[config.mk]
export PLATFORM = sky130hd
export DESIGN_NAME = apb_slave_mem
export DESIGN_NICKNAME = d
export VERILOG_FILES = /design/src/rtl/apb_slave_pkg.sv /design/src/rtl/apb_slave_ram.sv /design/src/rtl/apb_slave_mem.sv
export SDC_FILE = /design/constraint.sdc
export NUM_CORES = 1
export LEC_CHECK = 0
export BUFFER_PORTS_ARGS = -buffer_cell sky130_fd_sc_hd__buf_2
export CORE_MARGIN = 1
export CORE_UTILIZATION = 40
export CTS_CLUSTER_DIAMETER = 80
export DETAILED_ROUTE_END_ITERATION = 6
export PLACE_DENSITY_LB_ADDON = 0.08
export SLEW_MARGIN = 20
export SYNTH_ARGS = -nofsm -noshare
export SYNTH_HDL_FRONTEND = slang
export SYNTH_SLANG_ARGS = --single-unit
[constraint.sdc]
create_clock -name pclk_i -period 27.5 [get_ports pclk_i]
set_input_delay 5.5 -clock pclk_i [delete_from_list [all_inputs] [get_ports pclk_i]]
set_output_delay 5.5 -clock pclk_i [all_outputs]
set_load 0.05 [all_outputs]
[src/rtl/apb_slave_pkg.sv]
// Shared types and helpers for the APB3 memory completer.
package apb_slave_pkg;

  typedef enum logic {
    IDLE   = 1'b0,
    ACCESS = 1'b1
  } apb_slv_state_e;

  // Wait-state counter width; WAIT_CYCLES must fit in it.
  localparam int unsigned WAIT_W = 4;

  // True when a (zero-extended) address selects an implemented memory word.
  function automatic logic addr_in_range(input logic [31:0] addr, input int unsigned depth);
    return addr < depth;
  endfunction

endpackage

[src/rtl/apb_slave_ram.sv]
// DEPTH x DW single-port register array: asynchronous read, synchronous write, reset-clear.
module apb_slave_ram #(
  parameter int unsigned DW    = 8,
  parameter int unsigned DEPTH = 64,
  parameter int unsigned IW    = 6
) (
  input  logic          clk_i,
  input  logic          rst_i,
  input  logic          we_i,
  input  logic [IW-1:0] waddr_i,
  input  logic [DW-1:0] wdata_i,
  input  logic [IW-1:0] raddr_i,
  output logic [DW-1:0] rdata_o_c
);

  logic [DW-1:0] mem_q [DEPTH];

  // Combinational read port; callers gate out-of-range indices themselves.
  assign rdata_o_c = mem_q[raddr_i];

  // Write port with whole-array clear on reset.
  always_ff @(posedge clk_i or posedge rst_i) begin
    if (rst_i) begin
      for (int i = 0; i < int'(DEPTH); i++) begin
        mem_q[i] <= '0;
      end
    end else if (we_i) begin
      mem_q[waddr_i] <= wdata_i;
    end
  end

endmodule

[src/rtl/apb_slave_mem.sv]
// APB3 completer backed by a local register memory, with fixed wait states and
// an error response for addresses beyond the implemented depth.
module apb_slave_mem
  import apb_slave_pkg::*;
#(
  parameter int unsigned AW          = 8,
  parameter int unsigned DW          = 8,
  parameter int unsigned DEPTH       = 64,
  parameter int unsigned WAIT_CYCLES = 2
) (
  input  logic          pclk_i,
  input  logic          preset_i,
  input  logic          psel_i,
  input  logic          penable_i,
  input  logic          pwrite_i,
  input  logic [AW-1:0] paddr_i,
  input  logic [DW-1:0] pwdata_i,
  output logic [DW-1:0] prdata_o,
  output logic          pready_o,
  output logic          pslverr_o
);

  localparam int unsigned IW = (DEPTH > 1) ? $clog2(DEPTH) : 1;

  // Reject parameter sets the counter or address decode cannot represent.
  if (WAIT_CYCLES > 15 || (AW < 32 && DEPTH > (32'd1 << AW))) begin : g_param_check
    $error("apb_slave_mem: WAIT_CYCLES must be <= 15 and DEPTH <= 2**AW");
  end

  apb_slv_state_e      state_q;
  logic [AW-1:0]       addr_q;
  logic                write_q;
  logic [DW-1:0]       wdata_q;
  logic [WAIT_W-1:0]   cnt_q;
  logic                pready_q;
  logic [DW-1:0]       prdata_q;
  logic                pslverr_q;

  logic                setup_c;
  logic                access_c;
  logic [AW-1:0]       rd_addr_c;
  logic                rd_is_read_c;
  logic                rd_in_range_c;
  logic [DW-1:0]       rd_data_c;
  logic [DW-1:0]       rsp_data_c;
  logic                wr_en_c;

  // Bus phase decode and response-data selection. In IDLE the response (only
  // needed when there are no wait states) is formed from the bus; afterwards
  // only the values latched at SETUP are used.
  always_comb begin
    setup_c       = (state_q == IDLE) && psel_i && !penable_i;
    access_c      = psel_i && penable_i;
    rd_addr_c     = (state_q == IDLE) ? paddr_i : addr_q;
    rd_is_read_c  = (state_q == IDLE) ? !pwrite_i : !write_q;
    rd_in_range_c = addr_in_range(32'(rd_addr_c), DEPTH);
    rsp_data_c    = (rd_is_read_c && rd_in_range_c) ? rd_data_c : '0;
    wr_en_c       = (state_q == ACCESS) && pready_q && access_c && write_q
                    && addr_in_range(32'(addr_q), DEPTH);
  end

  apb_slave_ram #(
    .DW    (DW),
    .DEPTH (DEPTH),
    .IW    (IW)
  ) u_ram (
    .clk_i     (pclk_i),
    .rst_i     (preset_i),
    .we_i      (wr_en_c),
    .waddr_i   (IW'(addr_q)),
    .wdata_i   (wdata_q),
    .raddr_i   (IW'(rd_addr_c)),
    .rdata_o_c (rd_data_c)
  );

  // Transfer FSM with latched request, wait counter and registered response.
  always_ff @(posedge pclk_i or posedge preset_i) begin
    if (preset_i) begin
      state_q   <= IDLE;
      addr_q    <= '0;
      write_q   <= 1'b0;
      wdata_q   <= '0;
      cnt_q     <= '0;
      pready_q  <= 1'b0;
      prdata_q  <= '0;
      pslverr_q <= 1'b0;
    end else begin
      case (state_q)
        IDLE: begin
          if (setup_c) begin
            state_q <= ACCESS;
            addr_q  <= paddr_i;
            write_q <= pwrite_i;
            wdata_q <= pwdata_i;
            cnt_q   <= WAIT_W'(WAIT_CYCLES);
            if (WAIT_CYCLES == 0) begin
              pready_q  <= 1'b1;
              prdata_q  <= rsp_data_c;
              pslverr_q <= !rd_in_range_c;
            end
          end
        end
        ACCESS: begin
          if (!psel_i || (access_c && pready_q)) begin
            // Abort or completion: drop back to IDLE with a quiet bus.
            state_q   <= IDLE;
            pready_q  <= 1'b0;
            prdata_q  <= '0;
            pslverr_q <= 1'b0;
          end else if (access_c) begin
            cnt_q <= cnt_q - WAIT_W'(1);
            if (cnt_q == WAIT_W'(1)) begin
              pready_q  <= 1'b1;
              prdata_q  <= rsp_data_c;
              pslverr_q <= !rd_in_range_c;
            end
          end
        end
        default: state_q <= IDLE;
      endcase
    end
  end

  assign prdata_o  = prdata_q;
  assign pready_o  = pready_q;
  assign pslverr_o = pslverr_q;

endmodule

==> impl_results.md, run 1 <==
- Synth Area per Inst: 12.6 um2
- Final period utilization: 29.5%
- Synth Area in Compound Gates: 4.43%
- Sink Count: 544
- Vias in the first global route: 17100
- Final Hold Viols: 0
- Sequential area share after synthesis: 53.1%
- Worst-margin pin slew: 1.08 ns
- Synth unique cells: 58
- Total routed wirelength: 74.8 mm
- Nets: 2035
- Critical Path End Type: flop
- Antenna violations before repair: 3
- Initial core utilization: 40.6%
- Worst-path clk slew: 0.06 ns
- Crit Path Class: input pin to flop
- Worst hold path depth: 1
- Clk network pwr share: 45.1%
- Leakage: 13.6 nW
- I/O pin count: 31
- Max cap viols: 0
- CTS Root Cell: clkbuf_16
- Fin crit period: 8.12 ns
- R2R depth: 9
- Crit path arrival time: 8.58 ns
- Post-synth EDFFs: 0
- Sw Ratio: 27.5%
- Overall Global Routing Usage: 23.8%
- Clock latency on the worst-skew pair: 0.60 ns
- Crit path largest cell delay: 0.84 ns
- Core area: 0.0632 mm2
- RSZ-0062 raised after global routing: no
- Largest family of logic cells by synthesized area: multiplexers
- Reg2reg end: prdata_o[7]
- CTS Hold Bufs: 0
- Synth Area in Simple Gates: 9.66%
- Post-DP HPWL: 44.9 mm
- Synth Register Bits: 544
- Startpoint types: input pin
- Net Count, Synth: 2057
- Post-synth ARST share: 100%
- Htree depth: 3
- Antenna-violating nets left: 0
- Die Height: 255 um
- Average vias per placed instance: 5.75
- CTS max path bufs: 3
- Worst rel slew slack: 27.7%
- Seq pwr share: 42.6%
- Clock skew: 0.0151 ns
- CP required: 27.96 ns
- CTS tree: yes
- Final setup vio count: 0
- Cell accounting for the most synthesized area: dfrtp_1
- Internal Power: 1.39 mW
- Top post-synthesis cells by count: dfrtp_1 (544), mux2_2 (531), nand2_1 (285)
- Syn Inst Count: 2034
- Adder-cell area share of the yosys netlist: 0.0975%
- Post-Synth XOR/XNOR Area: 0%
- Max FO, Critical Path: 64
- HP Start: u_ram.mem_q[201]
- Setup TNS: 0 ns
- P&R area growth vs syn: 11.7%
- Most common cell in the netlist: dfrtp_1
- Yosys top cell area share: 53.1%
- Num CTS Buffers: 66
- Synth top area cells: dfrtp_1 (53%), mux2_2 (23%), nand2_1 (4.2%), mux4_2 (3.8%), mux2i_1 (2.5%)
- Final setup margin: 19.38 ns
- Iteration-0 DRC Markers: 1066
- Proportion of synthesized area in mux cells: 29.8%
- Post-CTS Setup Bufs: 0
- Die area: 0.0652 mm2
- Dpl cell area: 0.0265 mm2
- Max stage delay cell, worst path: buf_4
- Status: finished clean
- Sw Pwr: 0.527 mW
- First-pass GRT wire length: 114 mm
- Die W: 255 um
- Crit-path cells: buf_2 -> mux2i_4 -> buf_4 -> nand2_1 -> a32oi_1 -> nand3_1 -> nand4b_1 -> o22ai_1 -> a2111oi_0
- WP buf/inv: 2
- Fin. max-slew vios: 0
- Global route total overflow: 0
- IO Port Bufs: 30
- R2r setup slk: 23.44 ns
- Pre-CTS WS: 18.67 ns
- Logic pwr share: 12.3%
- Type of the most critical hold path: flop to flop
- PwrDens: 67.0 mW/mm2
- Layout cells sized above 1: 38.4%
- Ys Warns: 0
- Worst path top cell family by delay: buffers and inverters
- FP Rows: 92
- Ys flop type: dfrtp_1
- Antenna diodes: 0
- Design area: 0.0287 mm2
- Post-CTS resize count: 0
- Detailed Routing Iterations Pass 1: 5
- R2R Path Start: state_q
- RePlAce Congestion: 0.824
- Post-Synthesis Cell Area: 0.0257 mm2
- DR DRC count: 0
- FMAX: 0.123 GHz
- Wire length per cell: 25.8 um
- Largest net degree at the start of global routing: 175
- DR vias: 16700
- Worst Hold Endpoint: u_ram.mem_q[201]
- Max IR drop VDD: 0.0416 mV
## cell families (layout without fill, tap and decap cells)
family | count (synthesis) | count (layout)
AOI/OAI and AO/OA | 149 | 149
adders and majority gates | 2 | 2
buffers and inverters | 162 | 182
DFF | 544 | 544
muxes | 642 | 642
and+or+nand+nor | 535 | 535
## stage by stage
stage	cells	hold WS (ns)	total power, mW	util [%]
finish	2900	0.500	1.92	45.3
global route	2900	0.505	1.99	45.3
CTS	2899	0.500	1.95	45.3
detailed placement	2789	0.488	1.07	41.9
global placement	2789	0.482	1.07	41.9
floorplan	2034	0.474	0.987	-
## sequential cells by signal, indices dropped and copies added (netlist names)
name	flops
u_ram.mem_q	512
pslverr_o	1
pready_o	1
wdata_q	8
prdata_o	8
addr_q	8
cnt_q	4
write_q	1
state_q	1
## per-layer routing
| layer | track usage (%) | wire [um] | vias to the layer above |
|---|---|---|---|
| li1 | - | - | 7306 |
| met1 | 33.2 | 34400 | 8941 |
| met2 | 38.2 | 35600 | 331 |
| met3 | 3.74 | 3270 | 104 |
| met4 | 6.60 | 1480 | 6 |
| met5 | 0 | 34 | - |
## cells in the final DEF (no fill, tap or decap), types with 25 or more instances in the layout
cell type  instances
nand2_1          285
clkbuf_16         73
nor2_1            35
mux4_2            43
a32oi_1           32
dfrtp_1          535
mux2_2           530
a21oi_1           25
buf_4             32
buf_2             30
nand3_1          116
mux2i_1           64
## power groups by stage
stage	registers (mW)	clock network (mW)	logic, mW
finish	0.818	0.866	0.236
global route	0.819	0.920	0.254
CTS	0.818	0.892	0.239
detailed placement	0.833	0	0.238
global placement	0.832	0	0.237
floorplan	0.828	0	0.158
## how the worst max path moves through the flow
| stage | cells past startpoint | startpoint | to |
|---|---|---|---|
| 2_1_floorplan | 1 | preset_i | addr_q[0] |
| 4_1_cts | 8 | paddr_i[0] | prdata_o[0] |
| 6_report | 9 | paddr_i[0] | prdata_o[7] |
| 3_3_place_gp | 8 | paddr_i[0] | prdata_o[0] |
| 3_5_place_dp | 8 | paddr_i[0] | prdata_o[0] |
| 5_1_grt | 9 | paddr_i[0] | prdata_o[7] |
## final cells by class
type	instances	area [um2]
multi-input combinational	1328	11300
tap	846	1060
sequential	544	13600
clock inverter	8	65.1
timing repair buffer	64	438
fill	5720	34500
clock buffer	102	2090
inverter	8	37.5
Power figures use the tool's default switching activity.
==> run 2, diff against run 1 <==
==> constraint.sdc (replaced) <==
create_clock -name pclk_i -period 6.7 [get_ports pclk_i]
set_input_delay 1.34 -clock pclk_i [delete_from_list [all_inputs] [get_ports pclk_i]]
set_output_delay 1.34 -clock pclk_i [all_outputs]
set_load 0.05 [all_outputs]
==> impl_results.md, run 2 (same netlist as run 1, synthesis figures left out) <==
- Commonest non-fill, non-tap cell in the layout: dfrtp_1
- RePlAce Congestion: 0.806
- Global route total overflow: 0
- P&R area growth vs syn: 12.2%
- Fillers: 5749
- WL met2: 35.8 mm
- Type of the most critical hold path: flop to flop
- Antenna-violating nets left: 0
- Die W: 255 um
- Dpl cell area: 0.0265 mm2
- I/O pin count: 31
- Reg2reg end: prdata_o[4]
- Clock latency on the worst-skew pair: 0.60 ns
- Post-Route M1 WL: 34.0 mm
- Htree depth: 3
- Post-DP HPWL: 46.2 mm
- Final Hold Viols: 0
- Iteration-0 DRC Markers: 1081
- CTS tree: yes
- Routed wl met3: 3.24 mm
- R2R Path Start: state_q
- Max cap viols: 0
- Storage element area: 0.0136 mm2
- Wire length per cell: 25.9 um
- IO Port Bufs: 30
- DR DRC count: 0
- Status: finished clean
- DR vias: 16700
- RSZ-0062 raised after global routing: no
- Clock skew: 0.0199 ns
- Max reg flops: 512
- FMAX: 0.268 GHz
- Post-CTS Setup Bufs: 0
- CP required: 7.20 ns
- Max IR drop VDD: 0.167 mV
- Final period utilization: 55.6%
- Fin. max-slew vios: 0
- Detailed Routing Iterations Pass 1: 5
- Sink Count: 544
- Die Height: 255 um
- Average vias per placed instance: 5.75
- Critical Path End Type: flop
- Worst hold path depth: 1
- Layout cells sized above 1: 38.8%
- Num CTS Buffers: 66
- Worst-margin pin slew: 1.21 ns
- Non-filler instance count after layout: 2908
- Post-CTS resize count: 0
- Vias in the first global route: 17300
- Max layer used: met5
- CTS max path bufs: 3
- Die area: 0.0652 mm2
- Power, Total: 8.00 mW
- CTS Hold Bufs: 0
- Startpoint types: input pin
- Worst-path clk slew: 0.06 ns
- Final setup vio count: 0
- Fin crit period: 3.73 ns
- Initial core utilization: 40.6%
- Crit Path Class: input pin to flop
- Pre-CTS WS: 2.33 ns
- Most frequent cells in the layout: dfrtp_1 (535), mux2_2 (530), nand2_1 (285)
- Final design utilization: 45.5%
- Worst rel slew slack: 19.6%
- Top reg by flops: u_ram.mem_q
- Leakage: 13.7 nW
- PwrDens: 278 mW/mm2
- HP Start: u_ram.mem_q[202]
- Antenna violations before repair: 4
- Final setup margin: 2.97 ns
- Placed insts: 2791
- Total routed wirelength: 75.2 mm
- Crit path arrival time: 4.23 ns
- R2r setup slk: 2.98 ns
- Overall Global Routing Usage: 24.0%
- Nets: 2036
- FP Rows: 92
- Multi-input logic area: 0.0113 mm2
- Design area: 0.0288 mm2
- Max FO, Critical Path: 71
- CTS Root Cell: clkbuf_16
- Largest net degree at the start of global routing: 180
- Worst Hold Endpoint: u_ram.mem_q[202]
- First-pass GRT wire length: 115 mm
- R2R depth: 8
- Core area: 0.0632 mm2
## run 2: changes by cell type in the layout (fill, tap and decap cells not counted), sizes merged
cell	before	now
buf	64	65
bufinv	1	3
clkbuf	102	98
clkinv	7	11
clkinvlp	0	2
diode	0	1
inv	8	10
## run 2: critical path: stages
cell and delay [ns]:
buf_2 0.13, mux2_8 0.64, buf_4 0.75, mux2i_1 0.17, a221oi_1 0.53, a221oi_1 0.15, o211a_1 0.22, nor4_2 0.21
## run 2: worst max path at each step
stage | startpoint | endpoint | slack [ns] | depth (start not counted)
after CTS | state_q | prdata_o[4] | 2.92 | 8
after global routing | state_q | prdata_o[4] | 2.73 | 8
after global placement | paddr_i[0] | prdata_o[4] | 2.35 | 8
final | paddr_i[0] | prdata_o[4] | 2.97 | 8
after detailed placement | paddr_i[0] | prdata_o[4] | 2.33 | 8
after floorplan | preset_i | addr_q[0] | -2.04 | 1
## run 2: power breakdown
part           total (mW)  internal [mW]  switching, mW
logic               0.995          0.238          0.758
registers            3.37           3.32         0.0475
clock network        3.64           2.23           1.41
total                8.00           5.79           2.21
## run 2: metrics by stage
| stage | hold slack (ns) | setup TNS [ns] |
|---|---|---|
| floorplan | 0.474 | -1109.72 |
| global placement | 0.482 | 0 |
| detailed placement | 0.487 | 0 |
| CTS | 0.500 | 0 |
| global route | 0.506 | 0 |
| finish | 0.500 | 0 |
## run 2: routing by layer
layer / vias to the layer above / global-route usage (%)
li1: 7289 / -
met5: - / 0
met4: 2 / 7.99
met3: 128 / 3.77
met1: 8934 / 33.3
met2: 360 / 38.3
## run 2: area by class of cell
cell class                 instances  area share, %
sequential                       544           47.3
multi-input combinational       1328           39.4
clock buffer                      98           7.12
tap                              846           3.68
timing repair buffer              65           1.70
clock inverter                    18          0.622
inverter                           8          0.117
antenna                            1        0.00870
